**src/rtl/pk_stream_reader.sv**
```systemverilog
// pk_stream_reader: streams a window of the step-line data memory to the host over valid/ready,
// hiding the one-cycle memory read latency behind a 2-entry output buffer.
module pk_stream_reader #(
  parameter int N = 4,
  parameter int M = 1,
  parameter int L = 8,
  parameter int K = 16,
  localparam int DEPTH = L * K / N,
  localparam int AW = $clog2(DEPTH),
  localparam int CW = $clog2(DEPTH + 1),
  localparam int W = N * M
) (
  input  logic          clk,
  input  logic          rst,
  input  logic          start,
  input  logic [AW-1:0] first_addr,
  input  logic [CW-1:0] num_words,
  output logic          busy,
  output logic          done,
  output logic          mem_rd_en,
  output logic [AW-1:0] mem_rd_addr,
  input  logic [W-1:0]  mem_dout,
  output logic          m_valid,
  input  logic          m_ready,
  output logic [W-1:0]  m_data,
  output logic          m_last
);
  typedef enum logic [1:0] {IDLE, RUN, DRAIN} state_t;
  state_t state_q, state_d;
  logic [AW-1:0] addr_q, addr_d;
  logic [CW-1:0] rem_q, rem_d;
  logic infl_q, infl_d, infl_last_q, infl_last_d, done_q, done_d;
  logic [1:0] occ_q, occ_d, occ_pop, tag_q, tag_d;
  logic [1:0][W-1:0] buf_q, buf_d;
  logic pop, issue;
  logic [2:0] credit;
  always_comb begin
    pop = (occ_q != 2'd0) & m_ready;
    // a read may issue only if its data will find a free slot when it lands
    credit = {1'b0, occ_q} + {2'b0, infl_q} - {2'b0, pop};
    issue = (state_q == RUN) && (credit < 3'd2);
    state_d = state_q;
    addr_d = addr_q;
    rem_d = rem_q;
    done_d = 1'b0;
    infl_d = issue;
    infl_last_d = issue && (rem_q == CW'(1));
    buf_d = buf_q;
    tag_d = tag_q;
    if (pop) begin
      buf_d[0] = buf_q[1];
      tag_d[0] = tag_q[1];
    end
    occ_pop = occ_q - {1'b0, pop};
    if (infl_q) begin
      buf_d[occ_pop[0]] = mem_dout;
      tag_d[occ_pop[0]] = infl_last_q;
    end
    occ_d = occ_pop + {1'b0, infl_q};
    if (state_q == IDLE && start) begin
      if (num_words == '0) done_d = 1'b1;
      else begin
        state_d = RUN;
        addr_d = first_addr;
        rem_d = num_words;
      end
    end
    if (issue) begin
      addr_d = (addr_q == AW'(DEPTH - 1)) ? '0 : addr_q + AW'(1);
      rem_d = rem_q - CW'(1);
      state_d = (rem_q == CW'(1)) ? DRAIN : state_q;
    end
    if (pop && tag_q[0]) begin
      state_d = IDLE;
      done_d = 1'b1;
    end
  end
  always_ff @(posedge clk or negedge rst) begin
    if (!rst) begin
      state_q <= IDLE;
      addr_q <= '0;
      rem_q <= '0;
      infl_q <= 1'b0;
      infl_last_q <= 1'b0;
      done_q <= 1'b0;
      occ_q <= '0;
      tag_q <= '0;
      buf_q <= '0;
    end else begin
      state_q <= state_d;
      addr_q <= addr_d;
      rem_q <= rem_d;
      infl_q <= infl_d;
      infl_last_q <= infl_last_d;
      done_q <= done_d;
      occ_q <= occ_d;
      tag_q <= tag_d;
      buf_q <= buf_d;
    end
  end
  assign busy = state_q != IDLE;
  assign done = done_q;
  assign mem_rd_en = issue;
  assign mem_rd_addr = addr_q;
  assign m_valid = occ_q != 2'd0;
  assign m_data = buf_q[0];
  assign m_last = m_valid & tag_q[0];
endmodule

```
**config.mk**
```make
export PLATFORM = sky130hd
export DESIGN_NAME = pk_stream_reader
export DESIGN_NICKNAME = d
export VERILOG_FILES = /design/src/rtl/pk_stream_reader.sv
export SDC_FILE = /design/constraint.sdc
export NUM_CORES = 1
export LEC_CHECK = 0
export ABC_AREA = 0
export ABC_CLOCK_PERIOD_IN_PS = 2800
export CAP_MARGIN = 0
export CELL_PAD_IN_SITES_DETAIL_PLACEMENT = 1
export CELL_PAD_IN_SITES_GLOBAL_PLACEMENT = 2
export CORE_UTILIZATION = 32
export CTS_BUF_LIST = sky130_fd_sc_hd__clkbuf_2
export CTS_CLUSTER_DIAMETER = 100
export DETAILED_ROUTE_END_ITERATION = 10
export PLACE_DENSITY_LB_ADDON = 0.08
export SETUP_SLACK_MARGIN = 0.05
export SYNTH_ARGS = -nofsm -noshare
export SYNTH_HDL_FRONTEND = slang
export SYNTH_SLANG_ARGS = --single-unit
```
**constraint.sdc**
```tcl
create_clock -name clk -period 2.8 [get_ports clk]
set_input_delay 0.56 -clock clk [delete_from_list [all_inputs] [get_ports clk]]
set_output_delay 0.56 -clock clk [all_outputs]
set_load 0.03 [all_outputs]
```
Word-level counts from Yosys, hierarchy flattened
Index checks and enable logic that the tools add are counted.

cells by class
  add/sub/neg operators = 6
  $mul = 0
  divide/modulo/power cells = 0
  order comparisons = 3
  equal/unequal tests = 6
  shift operators = 0
  muxes and demuxes = 25
  bitwise logic cells = 2
  reductions and logical operators = 13

operator list
  kind                 number
  $mux 5               4
  $mux 6               3
  $mux 4               3
  $mux 2               5
  $bwmux 8             1
  $eq 6x1->1 const B   1
  $logic_not 6->1      1
  $mux 1               6
  $reduce_bool 2->1    3
  $sub 6x1->6 const B  1
  $add 5x1->5 const B  1
  $eq 5x5->1 const B   1
  $logic_and 1x1->1    5
  $demux 4 s1          1
  $add 2x1->3          1
  $lt 3x2->1 const B   1
  $ne 3x1->1 const B   1
  $ne 3x2->1 const B   1
  $reduce_and 3->1     1
  $reduce_bool 3->1    1
  $sub 3x1->3          1
  $add 2x1->2          1
  $and 1x1->1          2
  $bwmux 2             1
  other kinds (8)      8

storage, ports and cells
  flip-flop bits (word level) = 28
  bits in latches = 0
  bits in writable memories = 0
  ROM bits = 0
  output and inout port bits = 14
  logic and storage cells = 66
  memories kept = 0

Depth between registers and ports, before layout
Gate-level depths: netlist of run 1.

  word-level depth = 9
  gate-level depth with buffers = 10
  depth with buffers taken out = 10

Worst setup path after synthesis of run 1
OpenSTA, ideal clock, no wires.

  kind = in2out
  start point = in m_ready
  end point = out mem_rd_en
  arrival = 2.060 ns
  path slack = 0.180 ns
  stages on the path = 8
  path buffers = 0
  cells stage by stage = o21a_1 > nand2b_1 > nand2_1 > nand2_1 > fa_1 > nand3b_1 > or2_1 > inv_2

between the ends
  word-level cells in the longest chain between the ends = 4

ends and longest elaborated chain
  element            RTL line  RTL
  from (decl)        24        input logic m_ready,
  $and 1x1->1        38        pop = (occ_q != 2'd0) & m_ready;
  $sub 3x1->3        40        credit = {1'b0, occ_q} + {2'b0, infl_q} - {2'b0, pop};
  $lt 3x2->1         41        issue = (state_q == RUN) && (credit < 3'd2);
  $logic_and 1x1->1  41
  to (decl)          20        output logic mem_rd_en,

No other way between the ends.

Worst setup path in the final report of run 1
  start point = reg occ_q[0]
  end point = out mem_rd_en

between the ends
  word-level cells in the longest chain between the ends = 5

ends and longest elaborated chain
  element                                              RTL line  RTL
  from (decl)                                          33        logic [1:0] occ_q, occ_d, occ_pop, tag_q, tag_d;
  from (signal assigned)                               86        occ_q <= '0;
  from (signal assigned)                               96        occ_q <= occ_d;
  branches (longest 2 deep; another with $add 2x1->3)  --
  $sub 3x1->3 (*)                                      40
  $lt 3x2->1 (*)                                       41
  $logic_and 1x1->1 (*)                                41

Mark *: on every way between the ends.

==> impl_metrics.json, run 1 <==
{
  "grt_antenna_before_repair": 0,
  "hold_viol_final": 0,
  "dieArea_um2": 4970,
  "crit_path_start_kind": "register",
  "via_per_inst": 5.05,
  "clk_pin_slew_ps": 280,
  "critPathMaxFanout": 4,
  "die_h_um": 70.5,
  "numPortBuffers": 32,
  "clk_latency_ps": 370,
  "fin_nets": 222,
  "clock_skew_ps": 9.37,
  "cts_hold_buf": 0,
  "min_period_over_period_pct": 105,
  "hp-class": "in -> async",
  "synth_top_area_share_pct": 46.7,
  "vias": 1247,
  "drcViolationCount": 6,
  "cts.sinks": 28,
  "tritoncts": "yes",
  "p_leak_nw": 0.924,
  "finalSetupViolCount": 1,
  "setup_ws_ps": -142,
  "yosysTopAreaCell": "dfrtp_1",
  "syn_avg_cell_area_um2": 10.3,
  "clock_path_buffers": 2,
  "grt_pass1_vias": 1299,
  "slew_headroom_pct": 65.7,
  "synth_nets": 172,
  "netlist_area_um2": 1500,
  "diodes": 0,
  "maxCapViolations": 0,
  "synth-seq-area-share_pct": 46.7,
  "status": "complete, but fails checks",
  "cp-end-kind": "output port",
  "total_power_mw": 2.46,
  "start_util_pct": 33.8,
  "grt_max_degree": 29,
  "grt_overflow": 0,
  "reg2reg_slack_ps": 230,
  "power_density_nw_per_um2": 1210,
  "synthTopCellsByArea": "dfrtp_1, ha_1, nand2_1",
  "async_reset_ff_share_pct": 100,
  "cts.htree.levels": 1,
  "rsz0062_at_grt": "yes",
  "synth-seq-cells": 28,
  "synth_edf_count": 0,
  "grt_pass1_wl_um": 6360,
  "synthFlopType": "dfrtp_1",
  "dieWidth_um": 70.5,
  "drt_wl_total_um": 3810,
  "coreArea_um2": 4440,
  "synth.distinct_cells": 44,
  "syn_inst": 146,
  "violations": "design-rule violations, negative setup slack",
  "area_delta_synth_final_pct": 35.8,
  "first_pass_iters": 7,
  "fmax_ghz": 0.340,
  "drive_gt1_share_pct": 22.1,
  "path_class": "reg -> out",
  "track_usage_pct": 16.5,
  "dp_hpwl_um": 2910,
  "gp_congestion": 0.850,
  "critPathArrivalTime_ps": 2380,
  "worst_pin_slew_ps": 511,
  "required_ps": 2240,
  "finalSetupTns_ps": -142,
  "std_cell_rows": 24,
  "root_buffer": "clkbuf_2",
  "min_period_ps": 2940,
  "cts_made_buffers": 3,
  "yosys_warnings": 0,
  "irDropWorstVdd_uv": 485,
  "ant_nets": 0,
  "wl_per_cell_um": 15.4,
  "slew_violations": 0,
  "drt_iter0_drc": 48,
  "io_pins": 33
}
[kinds of logic after synthesis]
group           share of synthesized area, %
flops                                   46.7
mux                                     3.75
xor+xnor                                1.75
buf+inv                                 5.25
simple gates                            21.3
fa+ha+maj                               6.33
compound gates                          14.9
[layer usage]
| layer | vias to the layer above | GRT usage [%] | wire (µm) | part of all wire [%] |
|---|---|---|---|---|
| met5 | - | 0 | 0 | 0 |
| met3 | 2 | 2.31 | 133 | 3.5 |
| li1 | 610 | - | - | - |
| met2 | 24 | 29.9 | 1930 | 51 |
| met4 | 0 | 4.76 | 26 | 0.68 |
| met1 | 611 | 20.5 | 1710 | 45 |
[timing repair]
item | 4_1_cts | 5_1_grt
pin swaps | 3 | 1
buffers inserted | 4 | 0
resized for setup | 5 | 1
endpoints found under the setup margin | 1 | 1
[stage by stage]
stage / setup slack, ps / instance area (µm²) / cells / hold WS, ps / utilization [%]
2_1_floorplan: 180 / 1500 / 146 / 264 / -
3_3_place_gp: -299 / 1960 / 239 / 488 / 44.0
3_5_place_dp: -362 / 1960 / 239 / 503 / 44.0
4_1_cts: -149 / 2040 / 247 / 497 / 45.8
5_1_grt: -265 / 2040 / 247 / 483 / 45.9
6_report: -142 / 2040 / 247 / 524 / 45.9
[placed cells by master (no fill, tap or decap), types with 2 or more instances in the layout]
master            n
a211oi_1          2
a21oi_1           3
a221o_1           4
a31oi_1           5
and3_1            2
buf_4            20
clkbuf_2          3
clkdlybuf4s50_1  30
dfrtp_1          27
ha_1              6
inv_1             6
mux2_2            5
nand2_1          19
nand2b_1          5
nand3_1           5
nand3b_1          2
nor2_1           11
nor3_1            2
o21a_1            2
o21ai_1           2
o311ai_1          2
or2_2             3
xor2_1            2
[where the power goes]
| part | internal [mW] | switching [mW] |
|---|---|---|
| clock network | 0.123 | 0.128 |
| logic | 0.716 | 0.755 |
| registers | 0.591 | 0.150 |
[cell usage after synthesis, types with 2 or more instances]
cell,number
a211oi_1,2
a21oi_1,3
a221o_1,4
a31oi_1,5
and3_1,2
buf_4,6
dfrtp_1,28
ha_1,6
inv_1,7
mux2_2,5
nand2_1,19
nand2b_1,5
nand3_1,5
nand3b_1,2
nor2_1,11
nor3_1,2
o21a_1,2
o21ai_1,2
o311ai_1,2
or2_2,3
xor2_1,2
[registers in the layout, summed over array words and instances, names as in the netlist]
name         count
buf_q            4
done             1
infl_last_q      1
infl_q           1
m_data           4
mem_rd_addr      5
occ_q            2
rem_q            6
state_q          2
tag_q            2
[worst max-delay path, cell delays in order (launching register included)]
cell and delay [ps]:
dfrtp_2 500, o21a_1 200, nand2b_1 100, buf_4 120
inv_2 30, fa_1 490, nand3b_1 110, or2_4 280
inv_4 60, buf_6 120
[area by class of cell]
cell class                      count  area [µm²]
Fill cell                         518        2400
Clock inverter                      1        30.0
Timing Repair Buffer               52         470
Inverter                            8        32.5
Tap cell                           52        65.1
Sequential cell                    28         702
Multi-Input combinational cell    103         724
Clock buffer                        3        15.0
[final timing paths]
path | to | cells past startpoint | from
setup reg to reg | rem_q[5] | 10 | occ_q[0]
setup / recovery | mem_rd_en | 9 | occ_q[0]
max in group asynchronous | occ_q[0] | 2 | rst
hold / removal | tag_q[0] | 2 | rst
hold reg to reg | tag_q[0] | 2 | tag_q[1]
min in group clk | tag_q[0] | 2 | tag_q[1]
Note: power is estimated with default switching activity, not from simulation.
==> inputs of run 2 (changes only) <==
--- a/config.mk
+++ b/config.mk
@@ -10,6 +10,7 @@
 export CAP_MARGIN = 0
 export CELL_PAD_IN_SITES_DETAIL_PLACEMENT = 1
 export CELL_PAD_IN_SITES_GLOBAL_PLACEMENT = 2
+export CORE_MARGIN = 2
 export CORE_UTILIZATION = 32
 export CTS_BUF_LIST = sky130_fd_sc_hd__clkbuf_2
 export CTS_CLUSTER_DIAMETER = 100
==> constraint.sdc (replaced) <==
create_clock -name clk -period 2.8 [get_ports clk]
set_input_delay 0.7 -clock clk [delete_from_list [all_inputs] [get_ports clk]]
set_output_delay 0.7 -clock clk [all_outputs]
set_load 0.03 [all_outputs]
==> impl_metrics.json, run 2 (synthesis results as in run 1) <==
{
  "ant_nets": 0,
  "clk_latency_ps": 380,
  "diodes": 0,
  "tritoncts": "yes",
  "cts_made_buffers": 3,
  "critPathSlowestCell": "fa_1",
  "drcViolationCount": 0,
  "wl_per_cell_um": 16.2,
  "p_clk_share_pct": 9.9,
  "final_util_pct": 47.0,
  "maxCapViolations": 0,
  "cp_num_buf_inv": 3,
  "worstHoldPathCells": 1,
  "fmax_ghz": 0.330,
  "min_period_ps": 3030,
  "std_cell_rows": 24,
  "critPathMaxFanout": 3,
  "grt_pass1_vias": 1480,
  "status": "complete, but fails checks",
  "clk_pin_slew_ps": 300,
  "grt_overflow": 0,
  "slew_violations": 0,
  "required_ps": 2100,
  "worst_pin_slew_ps": 590,
  "grt_antenna_before_repair": 0,
  "max_stage_delay_ps": 520,
  "regMostFlops": "rem_q",
  "hold_viol_final": 0,
  "area_delta_synth_final_pct": 39.0,
  "slew_headroom_pct": 60.4,
  "path_class": "in -> out",
  "hp-class": "reg -> reg",
  "irDropWorstVdd_uv": 540,
  "dp_hpwl_um": 2990,
  "comb_power_share_pct": 60.5,
  "dp_cells": 237,
  "final_cell_mix": "clkdlybuf4s50_1, dfrtp_1, buf_4",
  "min_period_over_period_pct": 108,
  "p_leak_nw": 0.937,
  "drt_iter0_drc": 42,
  "final_common_cell": "clkdlybuf4s50_1",
  "dieWidth_um": 72.5,
  "first_pass_iters": 4,
  "total_power_mw": 2.54,
  "cts.htree.levels": 1,
  "dieArea_um2": 5260,
  "finalSetupViolCount": 1,
  "rsz0062_at_grt": "yes",
  "crit_path_start_kind": "primary input",
  "cts.sinks": 28,
  "cp-end-kind": "output port",
  "stdcell_count": 246,
  "hold_end": "buf_q[5]",
  "largest_reg_flops": 6,
  "pre_cts_ws_ps": -612,
  "clock_path_buffers": 2,
  "root_buffer": "clkbuf_2",
  "r2r-end": "rem_q[5]",
  "crit_top_cell": "nand2_2",
  "fin_nets": 221,
  "intPower_mw": 1.44,
  "coreArea_um2": 4440,
  "reg2reg_from": "occ_q[0]",
  "gp_congestion": 0.776,
  "reg2reg_depth": 10,
  "power_density_nw_per_um2": 1220,
  "drt_wl_total_um": 3990,
  "power_switching_mw": 1.09,
  "reg2reg_slack_ps": 250,
  "grt_max_degree": 29,
  "hold_start": "buf_q[5]",
  "seqPwrFrac_pct": 29.5,
  "cp_top_family": "simple AND/OR/NAND/NOR gates",
  "grt_pass1_wl_um": 7100,
  "swShare_pct": 43.1,
  "clock_skew_ps": 19.2,
  "numPortBuffers": 32,
  "path_cells": "clkdlybuf4s15_2 > o21a_4 > nand2b_4 > nand2_2 > nand2_2 > fa_1 > nand3b_1 > or2_4 > inv_8 > buf_6",
  "fillers": 476,
  "via_per_inst": 5.16,
  "critPathArrivalTime_ps": 2330,
  "drive_gt1_share_pct": 25.8,
  "start_util_pct": 33.8,
  "die_h_um": 72.5,
  "setup_ws_ps": -230,
  "violations": "negative setup slack",
  "finalSetupTns_ps": -230,
  "vias": 1269,
  "io_pins": 33,
  "track_usage_pct": 17.4
}
[run 2: power by group through the flow]
stage,logic [mW],registers [mW],clock network [mW]
2_1_floorplan,0.844,0.796,0
4_1_cts,1.61,0.746,0.262
3_3_place_gp,1.37,0.748,0
3_5_place_dp,1.43,0.756,0
5_1_grt,1.71,0.783,0.285
6_report,1.54,0.749,0.252
[run 2: layout make-up]
cell class              instances  area, µm²  share of cell area (%)
inverters                       8       37.5                    1.80
well taps                      52       65.1                    3.12
multi-input cells             103        769                    36.9
repair buffers                 51        468                    22.4
flip-flops and latches         28        702                    33.6
clock buffers                   3       15.0                   0.719
clock inverters                 1       30.0                    1.44
[run 2: per-stage QoR]
| stage | hold WS [ps] | area (µm²) |
|---|---|---|
| after floorplan | 404 | 1520 |
| after global placement | 488 | 1960 |
| final | 553 | 2090 |
| after CTS | 557 | 2080 |
| after detailed placement | 499 | 1960 |
| after global routing | 580 | 2090 |
[run 2: layer usage]
metal | GRT usage, % | vias to the layer above | wire [µm]
li1 | - | 612 | -
met1 | 21.7 | 634 | 1790
met2 | 31.5 | 21 | 2050
met3 | 2.64 | 2 | 121
met4 | 4.53 | 0 | 25
met5 | 0 | - | 0
[run 2: how the worst max path moves through the flow]
| stage | from | endpoint | slack (ps) | cells after the start |
|---|---|---|---|---|
| 2_1_floorplan | m_ready | mem_rd_en | 50 | 8 |
| 3_3_place_gp | m_ready | mem_rd_en | -540 | 10 |
| 3_5_place_dp | m_ready | mem_rd_en | -610 | 10 |
| 4_1_cts | m_ready | mem_rd_en | -280 | 10 |
| 5_1_grt | occ_q[0] | mem_rd_en | -360 | 9 |
| 6_report | m_ready | mem_rd_en | -230 | 10 |
[run 2: timing repair]
item | 4_1_cts | 5_1_grt
pin swaps | 3 | 2
setup buffers | 7 | 3
gates resized for setup | 11 | 4
hold buffers | 0 | 0
setup endpoints to repair | 7 | 5
